`src/rtl/ctrl_pipe.sv`:
```
// ctrl_pipe - control unit for the 5-stage RISC-V core.
//
// Decodes the ID-stage opcode into the control bundle. The bundle and the
// destination register index then pass through the ID/EX, EX/MEM and MEM/WB
// control registers. The block also provides:
//   - load-use hazard detection (stall plus bubble insertion),
//   - branch flush of the ID-stage instruction,
//   - a saturating stall-cycle counter for performance monitoring.
//
// Ports:
//   clk_i, rst_i          clock (rising edge), synchronous active-low reset
//   opcode_i, rs1_i,      ID-stage instruction fields
//   rs2_i, rd_i
//   flush_i               kill the ID-stage instruction (branch taken)
//   id_branch_o, stall_o  combinational ID-stage outputs
//   ex_*                  ID/EX control register outputs
//   mem_*                 EX/MEM control register outputs
//   wb_*                  MEM/WB control register outputs
//   stall_cnt_o           saturating count of stall cycles
module ctrl_pipe #(
  parameter int REG_W     = 5,
  parameter int CNT_W     = 16,
  parameter bit EN_HAZARD = 1'b1
) (
  input  logic             clk_i,
  input  logic             rst_i,
  input  logic [6:0]       opcode_i,
  input  logic [REG_W-1:0] rs1_i,
  input  logic [REG_W-1:0] rs2_i,
  input  logic [REG_W-1:0] rd_i,
  input  logic             flush_i,
  output logic             id_branch_o,
  output logic             stall_o,
  output logic [1:0]       ex_alu_op_o,
  output logic             ex_alu_src_o,
  output logic             ex_mem_read_o,
  output logic [REG_W-1:0] ex_rd_o,
  output logic             mem_mem_read_o,
  output logic             mem_mem_write_o,
  output logic             mem_reg_write_o,
  output logic [REG_W-1:0] mem_rd_o,
  output logic             wb_reg_write_o,
  output logic             wb_mem_to_reg_o,
  output logic [REG_W-1:0] wb_rd_o,
  output logic             ex_illegal_o,
  output logic [CNT_W-1:0] stall_cnt_o
);

  localparam logic [6:0] OP_RTYPE  = 7'b0110011;
  localparam logic [6:0] OP_IARITH = 7'b0010011;
  localparam logic [6:0] OP_LOAD   = 7'b0000011;
  localparam logic [6:0] OP_STORE  = 7'b0100011;
  localparam logic [6:0] OP_BRANCH = 7'b1100011;
  localparam logic [6:0] OP_NOP    = 7'b0000000;

  // Per-stage control bundles. Each stage keeps only the fields that are
  // still consumed downstream of it.
  typedef struct packed {
    logic [1:0] alu_op;
    logic       alu_src;
    logic       mem_read;
    logic       mem_write;
    logic       reg_write;
    logic       mem_to_reg;
    logic       illegal;
  } ex_ctl_t;

  typedef struct packed {
    logic mem_read;
    logic mem_write;
    logic reg_write;
    logic mem_to_reg;
  } mem_ctl_t;

  typedef struct packed {
    logic reg_write;
    logic mem_to_reg;
  } wb_ctl_t;

  ex_ctl_t          dec_ctl;
  logic             dec_branch;
  logic             dec_rs2_used;

  ex_ctl_t          ex_ctl;
  logic [REG_W-1:0] ex_rd;
  mem_ctl_t         mem_ctl;
  logic [REG_W-1:0] mem_rd;
  wb_ctl_t          wb_ctl;
  logic [REG_W-1:0] wb_rd;
  logic [CNT_W-1:0] stall_cnt;

  logic             hazard;

  // ---------------------------------------------------------------------
  // ID-stage decode
  // ---------------------------------------------------------------------
  always_comb begin
    dec_ctl      = '0;
    dec_branch   = 1'b0;
    dec_rs2_used = 1'b0;
    unique case (opcode_i)
      OP_RTYPE: begin
        dec_ctl.alu_op    = 2'b10;
        dec_ctl.reg_write = 1'b1;
        dec_rs2_used      = 1'b1;
      end
      OP_IARITH: begin
        dec_ctl.alu_op    = 2'b10;
        dec_ctl.alu_src   = 1'b1;
        dec_ctl.reg_write = 1'b1;
      end
      OP_LOAD: begin
        dec_ctl.alu_src    = 1'b1;
        dec_ctl.mem_read   = 1'b1;
        dec_ctl.reg_write  = 1'b1;
        dec_ctl.mem_to_reg = 1'b1;
      end
      OP_STORE: begin
        dec_ctl.alu_src   = 1'b1;
        dec_ctl.mem_write = 1'b1;
        dec_rs2_used      = 1'b1;
      end
      OP_BRANCH: begin
        dec_ctl.alu_op = 2'b01;
        dec_branch     = 1'b1;
        dec_rs2_used   = 1'b1;
      end
      OP_NOP: ;  // bubble encoding: all-zero control, not illegal
      default: dec_ctl.illegal = 1'b1;
    endcase
    // x0 is hardwired; a write to it must not appear as a forwarding source.
    if (rd_i == '0) dec_ctl.reg_write = 1'b0;
  end

  // ---------------------------------------------------------------------
  // Load-use hazard: the load in EX has not produced data yet, so an ID
  // instruction reading its rd must wait one cycle. rs2 only matters for
  // formats that actually read it; the rs2 field of I-type holds immediate
  // bits and must not cause a false stall.
  // ---------------------------------------------------------------------
  always_comb begin
    hazard = 1'b0;
    if (ex_ctl.mem_read && (ex_rd != '0)) begin
      if ((ex_rd == rs1_i) || ((ex_rd == rs2_i) && dec_rs2_used))
        hazard = 1'b1;
    end
  end

  assign stall_o     = EN_HAZARD ? hazard : 1'b0;
  assign id_branch_o = dec_branch & ~stall_o;

  // ---------------------------------------------------------------------
  // Pipeline control registers. Only ID/EX sees flush and stall; the
  // later stages advance every cycle, so a bubble drains naturally.
  // ---------------------------------------------------------------------
  always_ff @(posedge clk_i) begin
    if (!rst_i) begin
      ex_ctl  <= '0;
      ex_rd   <= '0;
      mem_ctl <= '0;
      mem_rd  <= '0;
      wb_ctl  <= '0;
      wb_rd   <= '0;
    end else begin
      if (flush_i || stall_o) begin
        ex_ctl <= '0;
        ex_rd  <= '0;
      end else begin
        ex_ctl <= dec_ctl;
        ex_rd  <= rd_i;
      end

      mem_ctl.mem_read   <= ex_ctl.mem_read;
      mem_ctl.mem_write  <= ex_ctl.mem_write;
      mem_ctl.reg_write  <= ex_ctl.reg_write;
      mem_ctl.mem_to_reg <= ex_ctl.mem_to_reg;
      mem_rd             <= ex_rd;

      wb_ctl.reg_write   <= mem_ctl.reg_write;
      wb_ctl.mem_to_reg  <= mem_ctl.mem_to_reg;
      wb_rd              <= mem_rd;
    end
  end

  // ---------------------------------------------------------------------
  // Stall counter: counts every edge with stall_o high, including cycles
  // where a simultaneous flush decides what enters EX. Holds at all-ones.
  // ---------------------------------------------------------------------
  always_ff @(posedge clk_i) begin
    if (!rst_i)
      stall_cnt <= '0;
    else if (stall_o && (stall_cnt != {CNT_W{1'b1}}))
      stall_cnt <= stall_cnt + CNT_W'(1);
  end

  assign ex_alu_op_o     = ex_ctl.alu_op;
  assign ex_alu_src_o    = ex_ctl.alu_src;
  assign ex_mem_read_o   = ex_ctl.mem_read;
  assign ex_rd_o         = ex_rd;
  assign ex_illegal_o    = ex_ctl.illegal;
  assign mem_mem_read_o  = mem_ctl.mem_read;
  assign mem_mem_write_o = mem_ctl.mem_write;
  assign mem_reg_write_o = mem_ctl.reg_write;
  assign mem_rd_o        = mem_rd;
  assign wb_reg_write_o  = wb_ctl.reg_write;
  assign wb_mem_to_reg_o = wb_ctl.mem_to_reg;
  assign wb_rd_o         = wb_rd;
  assign stall_cnt_o     = stall_cnt;

endmodule

```
`config.mk`:
```
export PLATFORM = sky130hd
export DESIGN_NAME = ctrl_pipe
export DESIGN_NICKNAME = d
export VERILOG_FILES = /design/src/rtl/ctrl_pipe.sv
export SDC_FILE = /design/constraint.sdc
export NUM_CORES = 1
export LEC_CHECK = 0
export BUFFER_PORTS_ARGS = -buffer_cell sky130_fd_sc_hd__buf_2
export CORE_ASPECT_RATIO = 1.5
export CORE_MARGIN = 2
export CORE_UTILIZATION = 52
export CTS_CLUSTER_SIZE = 14
export DETAILED_ROUTE_END_ITERATION = 10
export GPL_TIMING_DRIVEN = 0
export PLACE_DENSITY = 0.85
export SYNTH_ARGS = -nofsm -noshare
export SYNTH_HDL_FRONTEND = slang
export SYNTH_SLANG_ARGS = --single-unit
export TNS_END_PERCENT = 30
```
`constraint.sdc`:
```
create_clock -name clk_i -period 2.8 [get_ports clk_i]
set_input_delay 0.14 -clock clk_i [delete_from_list [all_inputs] [get_ports clk_i]]
set_output_delay 0.14 -clock clk_i [all_outputs]
set_load 0.05 [all_outputs]
```
==> flow_summary.toml, run 1 <==
[place]
dp_slack_ns = 0.8333
gp_congestion = 0.8018
hpwl_um = 3146
dp.cells = 303
io_buffers = 67

[synthesis]
synth_top_family_by_area = "simple AND/OR/NAND/NOR gates"
yosysTopAreaCell = "dfxtp_1"
yosysSeqAreaShare_pct = 45.90
synth.distinct_cells = 44
synth-main-ff-cell = "dfxtp_1"
syn_area_um2 = 1876
synth-simple-area-share_pct = 28.75
async_flop_share_pct = 0
synth.top_cell.area_share_pct = 45.90
synthMuxAreaShare_pct = 2.135
synth_xor_xnor_area_share_pct = 4.670
ys_ff_latch = 43
synth_compound_area_share_pct = 12.81
syn_nets = 220
ys_warn_count = 0
synthTopCellsByArea = "dfxtp_1, and2_1, or4_1, o31ai_1, nand2_1"
synth-edff-count = 0
yosys.area_share.adder_pct = 0.6671
avgSynthCellArea_um2 = 9.668
syn_inst = 194

[sta]
fin_worst_skew_ns = 0.004003
period_needed_ns = 2.218
drv_slew = 0
min_period_over_period_pct = 79.23
worstMarginPinSlew_ns = 0.5503
setup_viol = 0
max_freq_mhz = 450.8
finalHoldViolCount = 0
tns_ns = 0
slew_headroom_pct = 63.31
rsz0062_at_grt = "false"
setup_ws_ns = 0.5817

[clock_tree]
htreeDepth = 2
ctsHoldBuffers = 0
post_cts_resize_count = 0
post_cts_buffers = 0
clkSlewWorstSetupHoldPaths_ns = 0.08
ctsRootBufferMaster = "clkbuf_8"
worstSkewPairLatency_ns = 0.30
clockBufferDepth = 2
cts_buffers = 5
numClockSinks = 43
cts_tree = "done"

[floorplan]
dieHeight_um = 77.56
pin_count = 68
dieArea_um2 = 4113
start_util_pct = 54.91
die_x_um = 53.04
coreArea_um2 = 3416
rows = 26

[drt]
wl_per_cell_um = 14.10
wirelength_um = 4386
vias_per_cell = 5.556
drt_iter0_markers = 39
drc = 0
vias = 1728
antenna_left = 0
dr.pass1.iters = 4

[worst_setup_path]
crit_required_ns = 2.66
startpoint_type = "register"
cp.arrival_ns = 2.08
worstSetupPathType = "register to output pin"
cp_max_fo = 10
crit_path_end_kind = "output pin"
cp_slowest_cell = "dfxtp_1"
cpMostUsedCell = "buf_2"
slowest_delay_ns = 0.50
cp_cell_sequence = "xor2_1 > nor3_1 > a2bb2oi_1 > buf_2 > nor2_2 > nor2_1 > buf_2"

[global_routing]
grt-ovfl-total = 0
antenna_found_initial = 0
grt_pass1_wl_um = 7141
grt_pass1_vias = 1615
grt_max_degree = 16
grt.total_usage_pct = 23.30

[layout]
fin_util_pct = 69.74
seq_area_um2 = 860.8
instances_no_fill = 311
diodes = 0
mostFrequentLayoutCells = "buf_2, dfxtp_1, and2_1, nand2_1, a21oi_1"
nFillCells = 306
area_growth_pct = 27.02
multi_input_area_um2 = 922.1
fin_nets = 294
mostFrequentLayoutCell = "buf_2"
drive_above_1_share_pct = 33.83

[power]
leakagePower_nw = 1.070
p_per_area_nw_per_um2 = 510.5
ir_drop_mv = 0.4371

[worst_hold_path]
hp-class = "input port to register"

[outcome]
status = "complete, no violations"

[job]
drv_cap = 0
[state kept, by name, summed over array words and instances, names as in the netlist]
name             flops
mem_mem_write_o      1
wb_rd_o              5
ex_ctl               3
ex_alu_op_o          2
ex_illegal_o         1
wb_reg_write_o       1
mem_ctl              1
mem_rd_o             5
ex_rd_o              5
wb_mem_to_reg_o      1
stall_cnt_o         16
ex_alu_src_o         1
mem_reg_write_o      1
[synth_stat cells, drive strengths merged, types with 6 or more instances]
cell type   n
nand3       8
a21oi      10
and2       15
dfxtp      43
nor2        9
buf         7
o31ai       7
nor4        8
or4         9
nand2      13
nand2b      6
[final timing paths]
check | from | to | slack, ns | cells after the start
max | ex_rd_o[0] | id_branch_o | 0.58 | 7
min reg2reg | ex_ctl[3] | mem_mem_write_o | 0.45 | 1
max reg2reg | ex_rd_o[1] | stall_cnt_o[4] | 0.81 | 7
min | flush_i | ex_alu_op_o[0] | 0.03 | 2
[per-stage QoR]
stage               power (mW)  cell area, um^2  hold slack (ns)
finish                   1.216             2382          0.02558
global route             1.254             2382          0.04910
CTS                      1.226             2382          0.02169
detailed placement      0.7381             2266           0.3436
global placement        0.7357             2266           0.3403
floorplan               0.6999             1878           0.2168
[cells by family (layout without fill, tap and decap cells)]
family	after synthesis	count (layout)
and+or+nand+nor	88	88
DFF	43	43
AOI/OAI and AO/OA	32	32
buffers and inverters	16	91
xor gates and xnor gates	10	10
muxes	4	4
adders and majority gates	1	1
[report_power, final]
| part | switching (mW) | total, mW | internal [mW] |
|---|---|---|---|
| clock network | 0.222 | 0.492 | 0.270 |
| logic | 0.0628 | 0.0991 | 0.0364 |
| registers | 0.00665 | 0.625 | 0.618 |
[metal layers]
metal  vias up  wire [um]  track usage (%)
met5         -          0                0
met4         0        101            10.00
met3        11        253            5.577
met2        63       2382            41.50
met1       808       1648            25.00
li1        846          -                -
[area by class of cell]
type                            instances  share of cell area (%)
Buffer                                 11                   3.204
Clock buffer                            5                   2.889
Clock inverter                          3                   1.996
Inverter                                5                  0.7878
Multi-Input combinational cell        135                   38.71
Sequential cell                        43                   36.13
Tap cell                               42                   2.206
Timing Repair Buffer                   67                   14.08
[critical path: cells and delay by family (launching register included)]
| family | cells | cell delay, ns |
|---|---|---|
| simple gates | 3 | 0.29 |
| xor+xnor | 1 | 0.21 |
| buf+inv | 2 | 0.53 |
| flops | 1 | 0.50 |
| compound gates | 1 | 0.25 |
Power figures use the tool's default switching activity.
==> run 2, diff against run 1 <==
- ABC_AREA: unset -> 1
- CORE_UTILIZATION: 52 -> 51
- PLACE_DENSITY: 0.85 -> 0.82
- clock period: 2.8 -> 2.2 ns (I/O delays scaled with it)
==> run 2 against run 1 <==
Utilization down 5.9 points. Critical endpoint unchanged. Largest cell class unchanged. Global-route usage down 1.5 points. Clock power about the same. First-iteration DRC count up 62%. Via count up 29%. Highest routed layer unchanged. Sequential share of layout area down 4.1 points. Sequential power up 27%. Worst setup slack worse by 0.27 ns. Sequential cell count unchanged. Die area up 19%. Clock skew about the same.
==> flow_summary.toml, run 2 <==
[drt]
wl_per_cell_um = 11.33
drt_iter0_markers = 63
vias = 2224
wirelength_um = 5053
antenna_left = 0
dr.pass1.iters = 4
drc = 0
vias_per_cell = 4.987

[clock_tree]
worstSkewPairLatency_ns = 0.29
ctsHoldBuffers = 0
cts_buffers = 5
numClockSinks = 43
clockBufferDepth = 2
post_cts_resize_count = 0
htreeDepth = 2
clkSlewWorstSetupHoldPaths_ns = 0.08
cts_tree = "done"
post_cts_buffers = 0
ctsRootBufferMaster = "clkbuf_8"

[synthesis]
ys_top_cells_by_count = "nand2_1, inv_1, dfxtp_1"
ys_ff_latch = 43
synth-main-ff-cell = "dfxtp_1"
syn_nets = 351
avgSynthCellArea_um2 = 6.791
synth.most_common_cell = "nand2_1"
ys_warn_count = 0
synth-edff-count = 0
yosysTopAreaCell = "dfxtp_1"
synthTopCellsByArea = "dfxtp_1, nand2_1, inv_1, nor2_1, nand4_1"
async_flop_share_pct = 0
yosysSeqAreaShare_pct = 39.00
syn_area_um2 = 2207
synth.top_cell.area_share_pct = 39.00
synth.distinct_cells = 28
syn_inst = 325

[layout]
mostFrequentLayoutCells = "nand2_1, buf_2, inv_1, dfxtp_1, nor2_1"
largest_reg_flops = 16
drive_above_1_share_pct = 27.25
area_growth_pct = 21.77
mostFrequentLayoutCell = "nand2_1"
fin_util_pct = 63.85
nFillCells = 395
diodes = 0
fin_nets = 425

[global_routing]
antenna_found_initial = 0
grt_pass1_wl_um = 8493
grt.total_usage_pct = 21.78
grt-ovfl-total = 0
grt_max_degree = 14
grt_pass1_vias = 2026

[worst_setup_path]
cp_max_fo = 8
crit_path_end_kind = "output pin"
rr_startpoint = "stall_cnt_o[1]"
r2r_slack_ns = 0.63
reg2reg_depth = 10
cp.arrival_ns = 1.78
startpoint_type = "register"
crit_required_ns = 2.09
r2r_end = "stall_cnt_o[8]"
worstSetupPathType = "register to output pin"

[floorplan]
start_util_pct = 52.44
dieHeight_um = 84.57
die_x_um = 57.72
pin_count = 68
coreArea_um2 = 4209
dieArea_um2 = 4881
rows = 29

[power]
p_per_area_nw_per_um2 = 530.4
leakagePower_nw = 1.536
ir_drop_mv = 0.4802

[sta]
fin_hold_ws_ns = 0.03276
drv_slew = 0
finalHoldViolCount = 0
worstMarginPinSlew_ns = 0.4699
setup_viol = 0
slew_headroom_pct = 68.67
max_freq_mhz = 530.0
period_needed_ns = 1.887
fin_worst_skew_ns = 0.003569
tns_ns = 0
min_period_over_period_pct = 85.77
rsz0062_at_grt = "false"

[job]
drv_cap = 0

[place]
gp_congestion = 0.8795
io_buffers = 67
hpwl_um = 3899

[outcome]
status = "complete, no violations"

[worst_hold_path]
hp-class = "input port to register"
whs_path_depth = 3
hold_start = "rd_i[1]"
min_to = "ex_rd_o[1]"
==> run 2: worst max-delay path, stage by stage (launching register included) <==
cell	delay (ns)
dfxtp_1	0.43
inv_2	0.07
o21ai_0	0.14
nor2_1	0.09
nand3_2	0.09
nand2_4	0.11
nand2_2	0.13
inv_1	0.08
nor2_2	0.08
buf_2	0.26
==> run 2: metal layers <==
metal  GRT usage (%)  up-vias  wire (um)
met5               0        -          0
met4           10.78        0        120
met3           4.006       14        249
met2           39.05       64       2816
met1           23.72     1011       1867
li1                -     1135          -
==> run 2: through the flow <==
step | total power [mW] | area, um^2 | setup slack (ns) | cells
2_1_floorplan | 0.9026 | 2210 | 0.1279 | 325
3_3_place_gp | 0.9504 | 2603 | 0.6695 | 438
3_5_place_dp | 0.9532 | 2603 | 0.6353 | 438
4_1_cts | 1.436 | 2688 | 0.3000 | 446
5_1_grt | 1.483 | 2688 | 0.1537 | 446
6_report | 1.425 | 2688 | 0.3131 | 446
==> run 2: area by class of cell <==
class                           count  area [um^2]  share of cell area (%)
Buffer                              9        85.08                   3.166
Clock buffer                        6        72.57                   2.700
Clock inverter                      2        12.51                  0.4655
Inverter                           71        266.5                   9.916
Multi-Input combinational cell    202        997.2                   37.10
Sequential cell                    43        860.8                   32.03
Tap cell                           46        57.56                   2.142
Timing Repair Buffer               67        335.3                   12.48
==> run 2: how the worst max path moves through the flow <==
stage / from / to / slack, ns / cells past startpoint
after floorplan: ex_rd_o[1] / id_branch_o / 0.13 / 8
after global placement: ex_rd_o[4] / stall_o / 0.67 / 9
after detailed placement: stall_cnt_o[1] / stall_cnt_o[8] / 0.64 / 10
after CTS: ex_rd_o[1] / id_branch_o / 0.30 / 9
after global routing: ex_rd_o[1] / id_branch_o / 0.15 / 9
final: ex_rd_o[1] / id_branch_o / 0.31 / 9
==> run 2: cell families after synthesis <==
logic type / Yosys count / share of synthesized area (%)
and+or+nand+nor: 188 / 40.36
buffers and inverters: 80 / 15.93
DFF: 43 / 39.00
AOI/OAI and AO/OA: 8 / 2.154
xor gates and xnor gates: 5 / 1.984
adders and majority gates: 1 / 0.5668
==> run 2: report_power, final <==
part	switching, mW	internal, mW
logic	0.0930	0.0463
clock network	0.270	0.222
registers	0.00786	0.787
total	0.371	1.05
==> run 3, diff against run 2 <==
- CORE_UTILIZATION: 51 -> 45
- PLACE_DENSITY: 0.82 -> 0.74
==> run 3 against run 2 <==
Critical path depth is the same. Cell count rose by 4.5%. Design area rose by 1.2%. Worst hold slack worse by 0.00060 ns. Sequential share of layout area shrank 0.38 points. Register-to-register slack better by 0.02 ns. Sequential cell count unchanged. Die area up 13%. Via count is 1.7% lower. Largest cell class unchanged. Largest power group unchanged.
==> flow_summary.toml, run 3 (same netlist as run 2, synthesis figures left out) <==
[worst_hold_path]
whs_path_depth = 3
hp-class = "input port to register"
hold_start = "rd_i[1]"
min_to = "ex_rd_o[1]"

[worst_setup_path]
cp.arrival_ns = 1.77
cp_slowest_cell = "dfxtp_1"
cpMostUsedCell = "nand2_1"
r2r_slack_ns = 0.65
cp_cell_sequence = "inv_2 > nand2_1 > nand2_1 > nor2_2 > nand3_2 > nand2_4 > nand2_2 > inv_1 > buf_2"
reg2reg_depth = 10
crit_path_end_kind = "output pin"
rr_startpoint = "stall_cnt_o[1]"
cp_max_fo = 8
startpoint_type = "register"
slowest_delay_ns = 0.48
crit_required_ns = 2.09
r2r_end = "stall_cnt_o[3]"
worstSetupPathType = "register to output pin"

[power]
ir_drop_mv = 0.2809
p_per_area_nw_per_um2 = 533.7
leakagePower_nw = 1.536

[layout]
seq_area_um2 = 860.8
largest_reg_flops = 16
fin_nets = 425
multi_input_area_um2 = 997.2
area_growth_pct = 23.24
diodes = 0
nFillCells = 512
drive_above_1_share_pct = 27.50
mostFrequentLayoutCell = "nand2_1"
mostFrequentLayoutCells = "nand2_1, buf_2, inv_1, dfxtp_1, nor2_1"
instances_no_fill = 466

[clock_tree]
ctsRootBufferMaster = "clkbuf_8"
cts_tree = "done"
ctsHoldBuffers = 0
htreeDepth = 2
worstSkewPairLatency_ns = 0.30
post_cts_resize_count = 0
post_cts_buffers = 0
cts_buffers = 5
clkSlewWorstSetupHoldPaths_ns = 0.08
clockBufferDepth = 2
numClockSinks = 43

[global_routing]
grt_max_degree = 16
grt_pass1_vias = 2102
grt.total_usage_pct = 19.88
antenna_found_initial = 0
grt_pass1_wl_um = 8542
grt-ovfl-total = 0

[floorplan]
die_x_um = 61.18
start_util_pct = 46.26
coreArea_um2 = 4771
pin_count = 68
dieHeight_um = 89.78
dieArea_um2 = 5492
rows = 31

[place]
io_buffers = 67
dp.cells = 458
hpwl_um = 3841
gp_congestion = 0.8663
dp_slack_ns = 0.6490

[job]
drv_cap = 0

[sta]
fin_worst_skew_ns = 0.007660
max_freq_mhz = 530.8
slew_headroom_pct = 69.81
rsz0062_at_grt = "false"
tns_ns = 0
worstMarginPinSlew_ns = 0.4529
setup_ws_ns = 0.3160
period_needed_ns = 1.884
drv_slew = 0
setup_viol = 0
min_period_over_period_pct = 85.64
finalHoldViolCount = 0

[drt]
antenna_left = 0
wl_per_cell_um = 10.58
dr.pass1.iters = 4
vias = 2187
drt_iter0_markers = 91
vias_per_cell = 4.693
drc = 0
wirelength_um = 4928

[outcome]
status = "complete, no violations"
-- run 3: report_power, final --
group	switching [mW]	internal (mW)
clock network	0.291	0.227
registers	0.00764	0.787
logic	0.0926	0.0463
total	0.392	1.06
-- run 3: per-stage QoR --
step | utilization (%) | power, mW | hold slack, ns | area (um^2)
after floorplan | - | 0.9026 | 0.2222 | 2210
after global placement | 55.07 | 0.9513 | 0.3361 | 2628
after detailed placement | 55.07 | 0.9529 | 0.3423 | 2628
after CTS | 57.02 | 1.472 | 0.01968 | 2720
after global routing | 57.02 | 1.520 | 0.04065 | 2720
final | 57.02 | 1.452 | 0.03216 | 2720
-- run 3: final cells by class --
type | instances | area share [%]
inverters | 71 | 9.798
flip-flops and latches | 43 | 31.65
well taps | 66 | 3.036
plain buffers | 9 | 3.128
clock inverters | 3 | 0.8740
clock buffers | 5 | 2.530
multi-input cells | 202 | 36.66
repair buffers | 67 | 12.33
-- run 3: how the worst max path moves through the flow --
stage                     cells past startpoint  startpoint          end
after floorplan                               8  ex_rd_o[1]  id_branch_o
after global placement                        9  ex_rd_o[4]      stall_o
after detailed placement                      9  ex_rd_o[4]      stall_o
after CTS                                     9  ex_rd_o[4]      stall_o
after global routing                          9  ex_rd_o[3]      stall_o
final                                         9  ex_rd_o[4]      stall_o
-- run 3: metal layers --
layer	part of all wire, %	GRT usage, %
met5	0	0
met4	1.5	7.971
met3	5.2	5.612
met2	55	34.22
met1	39	21.81
-- run 3: worst max-delay path, delay by kind of cell, from the launching register on --
kind / cells / cell delay, ns
buf+inv: 3 / 0.40
flops: 1 / 0.48
simple gates: 6 / 0.58
